<file path="src/rtl/lc3_mem_ctrl_pkg.sv">
// Shared types and memory-map constants for the LC-3 memory-access stage.
package lc3_mem_ctrl_pkg;

  typedef enum logic [1:0] {
    StIdle,
    StBus,
    StLocal,
    StDone
  } mem_ctrl_states_e;

  localparam logic [15:0] MMIO_BASE = 16'hFE00;
  localparam logic [15:0] MMIO_LAST = 16'hFE06;
  localparam logic [15:0] KBSR_ADDR = 16'hFE00;
  localparam logic [15:0] KBDR_ADDR = 16'hFE02;
  localparam logic [15:0] DSR_ADDR  = 16'hFE04;
  localparam logic [15:0] DDR_ADDR  = 16'hFE06;

  function automatic logic is_mmio(input logic [15:0] addr);
    return (addr >= MMIO_BASE) && (addr <= MMIO_LAST);
  endfunction

endpackage

</file>
<file path="src/rtl/lc3_mmio_regs.sv">
// LC-3 keyboard/display device registers, decoded locally by lc3_mem_ctrl.
// Only built when LC3_MMIO_EN is defined.
`ifdef LC3_MMIO_EN
module lc3_mmio_regs
  import lc3_mem_ctrl_pkg::*;
(
  input  logic        clk,
  input  logic        rst,
  input  logic        access_i,
  input  logic        we_i,
  input  logic [15:0] addr_i,
  input  logic [15:0] wdata_i,
  input  logic        kbd_valid_i,
  input  logic [7:0]  kbd_data_i,
  input  logic        dsp_ready_i,
  output logic [15:0] rdata_o,
  output logic        kbd_irq_o,
  output logic        dsp_valid_o,
  output logic [7:0]  dsp_data_o
);

  logic       ready_q, ready_d;
  logic       ie_q, ie_d;
  logic [7:0] kbd_data_q, kbd_data_d;
  logic       ddr_wr;

  assign ddr_wr = access_i && we_i && (addr_i == DDR_ADDR);

  // A new key arriving in the same cycle as a KBDR read keeps ready set.
  always_comb begin
    ready_d    = ready_q;
    ie_d       = ie_q;
    kbd_data_d = kbd_data_q;
    if (access_i && we_i && (addr_i == KBSR_ADDR)) ie_d = wdata_i[14];
    if (access_i && !we_i && (addr_i == KBDR_ADDR)) ready_d = 1'b0;
    if (kbd_valid_i) begin
      ready_d    = 1'b1;
      kbd_data_d = kbd_data_i;
    end
  end

  always_comb begin
    rdata_o = '0;
    case (addr_i)
      KBSR_ADDR: rdata_o = {ready_q, ie_q, 14'h0};
      KBDR_ADDR: rdata_o = {8'h0, kbd_data_q};
      DSR_ADDR:  rdata_o = {dsp_ready_i, 15'h0};
      default:   rdata_o = '0;
    endcase
  end

  always_ff @(posedge clk) begin
    if (rst) begin
      ready_q     <= 1'b0;
      ie_q        <= 1'b0;
      kbd_data_q  <= '0;
      kbd_irq_o   <= 1'b0;
      dsp_valid_o <= 1'b0;
      dsp_data_o  <= '0;
    end else begin
      ready_q     <= ready_d;
      ie_q        <= ie_d;
      kbd_data_q  <= kbd_data_d;
      kbd_irq_o   <= ready_d & ie_d;
      dsp_valid_o <= ddr_wr;
      if (ddr_wr) dsp_data_o <= wdata_i[7:0];
    end
  end

endmodule
`endif

</file>
<file path="src/rtl/lc3_mem_ctrl.sv">
// Memory-access stage below lc3_control: one bus or local access per memEN request.
// Define LC3_MMIO_EN to decode the xFE00-xFE06 device registers locally.
module lc3_mem_ctrl
  import lc3_mem_ctrl_pkg::*;
#(
  parameter int unsigned TIMEOUT = 16,
  parameter int unsigned ADDR_W  = 16,
  parameter int unsigned DATA_W  = 16
) (
  input  logic              clk,
  input  logic              rst,
  input  logic              memEN,
  input  logic              memWE,
  input  logic [ADDR_W-1:0] MAR,
  input  logic [DATA_W-1:0] MDR,
  output logic [DATA_W-1:0] memOut,
  output logic              memRDY,
  output logic              bus_req,
  output logic              bus_we,
  output logic [ADDR_W-1:0] bus_addr,
  output logic [DATA_W-1:0] bus_wdata,
  input  logic [DATA_W-1:0] bus_rdata,
  input  logic              bus_ack,
  output logic              bus_err
`ifdef LC3_MMIO_EN
  ,
  input  logic              kbd_valid,
  input  logic [7:0]        kbd_data,
  output logic              kbd_irq,
  input  logic              dsp_ready,
  output logic              dsp_valid,
  output logic [7:0]        dsp_data
`endif
);

  localparam int unsigned     CntW    = $clog2(TIMEOUT) + 1;
  localparam logic [CntW-1:0] CntLast = CntW'(TIMEOUT - 1);
  localparam logic [CntW-1:0] CntMax  = '1;

  mem_ctrl_states_e  state_q;
  logic [CntW-1:0]   cnt_q;
  logic              go_local;
  logic [DATA_W-1:0] local_rdata;

`ifdef LC3_MMIO_EN
  assign go_local = is_mmio(MAR);

  lc3_mmio_regs u_mmio (
    .clk         (clk),
    .rst         (rst),
    .access_i    (state_q == StLocal),
    .we_i        (bus_we),
    .addr_i      (bus_addr),
    .wdata_i     (bus_wdata),
    .kbd_valid_i (kbd_valid),
    .kbd_data_i  (kbd_data),
    .dsp_ready_i (dsp_ready),
    .rdata_o     (local_rdata),
    .kbd_irq_o   (kbd_irq),
    .dsp_valid_o (dsp_valid),
    .dsp_data_o  (dsp_data)
  );
`else
  assign go_local    = 1'b0;
  assign local_rdata = '0;
`endif

  always_ff @(posedge clk) begin
    if (rst) begin
      state_q   <= StIdle;
      cnt_q     <= '0;
      memRDY    <= 1'b0;
      memOut    <= '0;
      bus_req   <= 1'b0;
      bus_we    <= 1'b0;
      bus_addr  <= '0;
      bus_wdata <= '0;
      bus_err   <= 1'b0;
    end else begin
      memRDY <= 1'b0;
      unique case (state_q)
        StIdle: begin
          if (memEN) begin
            bus_addr  <= MAR;
            bus_wdata <= MDR;
            bus_we    <= memWE;
            if (go_local) begin
              state_q <= StLocal;
            end else begin
              state_q <= StBus;
              bus_req <= 1'b1;
              cnt_q   <= '0;
            end
          end
        end
        StBus: begin
          // An ack on the final count still completes cleanly.
          if (bus_ack) begin
            if (!bus_we) memOut <= bus_rdata;
            bus_req <= 1'b0;
            memRDY  <= 1'b1;
            state_q <= StDone;
          end else if (cnt_q == CntLast) begin
            memOut  <= '0;
            bus_err <= 1'b1;
            bus_req <= 1'b0;
            memRDY  <= 1'b1;
            state_q <= StDone;
          end else if (cnt_q != CntMax) begin
            cnt_q <= cnt_q + CntW'(1);
          end
        end
        StLocal: begin
          if (!bus_we) memOut <= local_rdata;
          memRDY  <= 1'b1;
          state_q <= StDone;
        end
        StDone: begin
          state_q <= StIdle;
        end
        default: begin
          state_q <= StIdle;
        end
      endcase
    end
  end

endmodule
</file>
<file path="config.mk">
export PLATFORM = sky130hd
export DESIGN_NAME = lc3_mem_ctrl
export DESIGN_NICKNAME = d
export VERILOG_FILES = /design/src/rtl/lc3_mem_ctrl_pkg.sv /design/src/rtl/lc3_mmio_regs.sv /design/src/rtl/lc3_mem_ctrl.sv
export SDC_FILE = /design/constraint.sdc
export NUM_CORES = 1
export LEC_CHECK = 0
export ABC_AREA = 1
export CORE_MARGIN = 1.5
export CORE_UTILIZATION = 47
export CTS_BUF_LIST = sky130_fd_sc_hd__clkbuf_8
export CTS_CLUSTER_DIAMETER = 80
export CTS_CLUSTER_SIZE = 14
export DETAILED_ROUTE_END_ITERATION = 8
export GPL_ROUTABILITY_DRIVEN = 0
export HOLD_SLACK_MARGIN = 0.12
export PLACE_DENSITY = 0.87
export SYNTH_ARGS = -nofsm -noshare
export SYNTH_HDL_FRONTEND = slang
export SYNTH_SLANG_ARGS = --single-unit
</file>
<file path="constraint.sdc">
create_clock -name clk -period 4.85 [get_ports clk]
set_clock_uncertainty 0.2 [all_clocks]
set_input_delay 0.97 -clock clk [delete_from_list [all_inputs] [get_ports clk]]
set_output_delay 0.97 -clock clk [all_outputs]
set_load 0.05 [all_outputs]
</file>
==> flow_summary.toml, run 1 <==
[final_layout]
area_growth_pct = 47.4
final_layout_size_suffix_gt1_share_pct = 5.90
nNetsFinal = 498
final_area_sq_um = 3720
diodes = 0
final_util_pct = 72.4

[sta]
finalSetupTns_ns = 0
rsz0062_at_grt = "no"
final_max_slew_viol_count = 0
max_freq_mhz = 342
min_period_ns = 2.93
finalHoldViolations = 0
maxSlewHeadroom_pct = 42.4
setup_violations = 0
setup_ws_ns = 1.92
tightest_slew_ns = 0.859
period_share_pct = 60.3

[logic_synthesis]
synth_cell_types = 22
synth_warnings = 0
syn_nets = 401
synthCells = 341
syn_area_sq_um = 2520
yosysMostFrequentCell = "nor2_1"
yosys.area.top_type = "dfxtp_1"
async_flop_share_pct = 0
yosysTopAreaCellShare_pct = 46.8
avgSynthCellArea_sq_um = 7.40
synth_commonest_cells = "108 x nor2_1, 59 x dfxtp_1, 50 x nand2_1"
ys.flop_type = "dfxtp_1"
synth_edf_count = 0
yosys_register_bits = 59
synth_area_leaders = "dfxtp_1 47%, nor2_1 16%, nand2_1 7.4%, o21ai_0 7.3%, nand4_1 4.2%"
seq_area_frac_synth_pct = 46.8

[setup_path]
worstPathRequired_ns = 4.88
reg2reg_slack_ns = 2.27
start_kind = "input port"
crit_arrival_ns = 2.95
end_kind = "flip-flop"
worstReg2RegStart = "state_q[0]"
r2r_cells = 7
reg2reg_to = "bus_req"
crit_fanout = 34
path_class = "input port to flip-flop"

[min_path]
min_from = "bus_err"
min_path_type = "flip-flop to flip-flop"
holdPathEnd = "bus_err"
hold_depth = 2

[global_routing]
grt_max_degree = 40
grtUsageTotal_pct = 21.7
grt_pass1_vias = 2361
grt_antenna_before_repair = 0
grt_overflow_total = 0
grt_pass1_wl_um = 10100

[floorplanning]
start_util_pct = 49.1
die_w_um = 76.3
fp.dieArea_sq_um = 5820
core_sq_um = 5140
io_pins = 105
row_count = 26
die-height_um = 76.3

[placement]
io_buffer_count = 104
postPlaceCellArea_sq_um = 3540
pre_cts_slack_ns = 1.55
dpl.hpwl_um = 4210

[clock_network]
postCtsHoldBufs = 0
clock-sinks = 59
htreeDepth = 3
cts_tree = "done"
clk_path_buf_depth = 2
cts-root-buf = "clkbuf_8"
clk_pin_slew_ns = 0.06
cts_made_buffers = 9
cts_setup_buffers = 0
clk_latency_ns = 0.34
cts_resized = 0

[drt]
wl_per_cell_um = 11.9
remaining_drc_errors = 0
via_per_inst = 4.85
drtAntennaViolNets = 0
via_count = 2479
drt-initial-drc-count = 101
wirelength_um = 6080
dr.pass1.iters = 4

[flow_run]
drv_cap = 0

[power]
p_leak_nw = 1.55
power.density_nw_per_um2 = 543
ir_drop_mv = 0.288
power_mw = 2.02

[status]
status = "complete, no violations"
## cell type report
class	count	area, sq um
Clock buffer	10	138
Clock inverter	4	43.8
Fill cell	428	1420
Inverter	17	63.8
Multi-Input combinational cell	245	1150
Sequential cell	59	1180
Tap cell	70	87.6
Timing Repair Buffer	106	1060
## per-stage QoR
step                      cells  hold slack (ns)
after global placement      497            0.241
after floorplan             341            0.252
after detailed placement    497            0.243
after CTS                   511            0.253
after global routing        511            0.295
final                       511            0.249
## layer usage
layer	up-vias	GRT usage [%]	wire (um)
li1	1280	-	-
met1	1092	24.1	2580
met2	97	36.0	2850
met3	10	7.19	546
met4	0	12.6	108
met5	-	0	0
## worst max-delay path by stage
stage,startpoint,endpoint,slack (ns),cells past startpoint
CTS,memEN,bus_req,1.91,6
global placement,memEN,bus_req,1.60,6
floorplan,bus_we,bus_we,2.96,0
global route,memEN,bus_req,1.70,6
finish,memEN,bus_req,1.92,6
detailed placement,memEN,bus_req,1.55,6
## logic make-up (layout without fill, tap and decap cells)
group,count (synthesis),after routing,share of synthesized area (%)
adder cells (fa/ha/maj),7,7,3.47
AND/OR/NAND/NOR,190,190,32.0
flip-flops,59,59,46.8
buffers and inverters,37,137,7.63
AO/OA/AOI/OAI,48,48,10.1
## report_power, final
group	switching (mW)	leakage (nW)	internal, mW
Clock	0.176	0.0992	0.241
Combinational	0.624	0.967	0.320
Sequential	0.0620	0.487	0.595
Total	0.862	1.55	1.16
## worst max-delay path, stage by stage
cell and delay, ns:
clkdlybuf4s50_1 0.41, nand2_1 0.07, buf_4 0.28, clkinv_1 0.75, a21oi_1 0.39, nor2_1 0.07
## flip-flops by register name, indices dropped and copies added, names as in the netlist
signal / flops
bus_addr: 16
bus_wdata: 16
memOut: 16
cnt_q: 5
state_q: 2
bus_err: 1
bus_req: 1
bus_we: 1
memRDY: 1
## cell usage in the layout (no fill, tap or decap)
| master | count |
|---|---|
| inv_1 | 16 |
| ha_1 | 7 |
| dfxtp_1 | 59 |
| a21oi_2 | 1 |
| bufinv_16 | 1 |
| clkinv_2 | 2 |
| a21oi_1 | 9 |
| clkinv_1 | 1 |
| nand2_4 | 3 |
| clkdlybuf4s50_1 | 104 |
| o21ai_0 | 37 |
| nor2_1 | 108 |
| nand3_2 | 1 |
| nand4_1 | 17 |
| nor2_2 | 1 |
| inv_2 | 1 |
| clkbuf_8 | 10 |
| nor2_4 | 1 |
| a21oi_4 | 1 |
| nand2_2 | 2 |
| nand3_1 | 7 |
| nand2_1 | 50 |
| buf_4 | 2 |
Power figures use the tool's default switching activity.
==> run 2: changes to the inputs <==
CORE_UTILIZATION = 44   (was 47)
PLACE_DENSITY = 0.82   (was 0.87)
clock period = 2.7 ns   (was 4.85 ns; I/O delays follow)
==> flow_summary.toml, run 2 (synthesis results as in run 1) <==
[sta]
period_share_pct = 89.8
min_period_ns = 2.43
finalSetupTns_ns = 0
maxSlewHeadroom_pct = 64.7
final_max_slew_viol_count = 0
max_freq_mhz = 412
setup_violations = 0
tightest_slew_ns = 0.527
finalHoldViolations = 0
hold_slack_ns = 0.257
rsz0062_at_grt = "no"

[global_routing]
grt_antenna_before_repair = 0
grt_max_degree = 57
grt_overflow_total = 0
grt_pass1_wl_um = 10100
grt_pass1_vias = 2285
grtUsageTotal_pct = 20.6

[setup_path]
cp_num_buf_inv = 1
worstPathRequired_ns = 1.96
cp_top_family = "buffers and inverters"
critPathSlowestCell = "clkdlybuf4s50_1"
crit_fanout = 4
crit_arrival_ns = 1.69
path_cells = "clkdlybuf4s50_1"
start_kind = "flip-flop"
slowest_delay_ns = 0.87
end_kind = "output port"
path_class = "flip-flop to output port"

[placement]
dpl.hpwl_um = 4190
place_inst = 501
postPlaceCellArea_sq_um = 3570
io_buffer_count = 104

[clock_network]
clock-sinks = 59
cts_made_buffers = 9
cts_setup_buffers = 0
cts_resized = 0
htreeDepth = 3
cts_tree = "done"
cts-root-buf = "clkbuf_8"
postCtsHoldBufs = 0
clk_pin_slew_ns = 0.06
clk_path_buf_depth = 2
clk_latency_ns = 0.33

[drt]
via_per_inst = 4.83
wirelength_um = 6020
wl_per_cell_um = 11.7
dr.pass1.iters = 4
via_count = 2490
drtAntennaViolNets = 0
drt-initial-drc-count = 83
remaining_drc_errors = 0

[floorplanning]
die_w_um = 78.8
row_count = 27
die-height_um = 78.8
core_sq_um = 5510
fp.dieArea_sq_um = 6200
start_util_pct = 45.9
io_pins = 105

[final_layout]
diodes = 0
layout_commonest_cell = "nor2_1"
instances_no_fill = 516
final_area_sq_um = 3730
final_cell_mix = "108 x nor2_1, 104 x clkdlybuf4s50_1, 59 x dfxtp_1"
area_growth_pct = 47.7
nNetsFinal = 500
final_layout_size_suffix_gt1_share_pct = 6.31
reg_top3 = "bus_addr: 16 flops, bus_wdata: 16 flops, memOut: 16 flops"

[power]
ir_drop_mv = 0.535
power.density_nw_per_um2 = 953
p_leak_nw = 1.56
power_mw = 3.55

[status]
status = "complete, no violations"

[flow_run]
drv_cap = 0

[min_path]
min_path_type = "flip-flop to flip-flop"
run 2: changes by cell type in the layout (fill, tap and decap cells not counted), sizes merged:
cell and change:
buf +2, inv +1, bufinv -1, clkinv +1
run 2: power by group:
part / total, mW / internal (mW) / switching (mW)
Sequential: 1.18 / 1.07 / 0.111
Combinational: 1.71 / 0.583 / 1.13
Clock: 0.665 / 0.341 / 0.325
run 2: worst paths after layout:
check                start   endpoint  slack, ns  cells after the start
setup reg to reg  cnt_q[0]  memOut[5]       0.52                     10
hold reg to reg    bus_err    bus_err       0.26                      2
setup / recovery    bus_we     bus_we       0.27                      1
hold / removal     bus_err    bus_err       0.26                      2
run 2: routing by layer:
| layer | vias up | wire length [um] | share of wire (%) | track usage, % |
|---|---|---|---|---|
| li1 | 1284 | - | - | - |
| met1 | 1108 | 2570 | 43 | 23.2 |
| met2 | 85 | 2740 | 46 | 34.0 |
| met3 | 13 | 588 | 9.8 | 9.08 |
| met4 | 0 | 121 | 2.0 | 8.75 |
| met5 | - | 0 | 0 | 0 |
run 2: area by class of cell:
type / count / area (sq um)
tap: 72 / 90.1
fill: 466 / 1780
clock buffer: 10 / 138
sequential: 59 / 1180
multi-input combinational: 245 / 1150
inverter: 17 / 63.8
timing repair buffer: 108 / 1080
clock inverter: 5 / 22.5
run 2: worst register-to-register path, delay by kind of cell (launching register included):
kind | cells | cell delay (ns)
flip-flops | 1 | 0.37
AO/OA/AOI/OAI | 1 | 0.37
AND/OR/NAND/NOR | 7 | 0.74
adder cells (fa/ha/maj) | 2 | 0.43
run 2: per-stage QoR:
step	worst slack, ns	util [%]
5_1_grt	0.228	67.7
4_1_cts	0.256	67.7
3_5_place_dp	0.426	64.8
6_report	0.275	67.7
2_1_floorplan	0.908	-
3_3_place_gp	0.485	64.8
==> run 3: changes to the inputs <==
GPL_ROUTABILITY_DRIVEN = not set   (was 0)
SKIP_LAST_GASP = 1   (was not set)
==> results of run 3 <==
No change in the layout: final DEF, timing and power equal those of run 2.
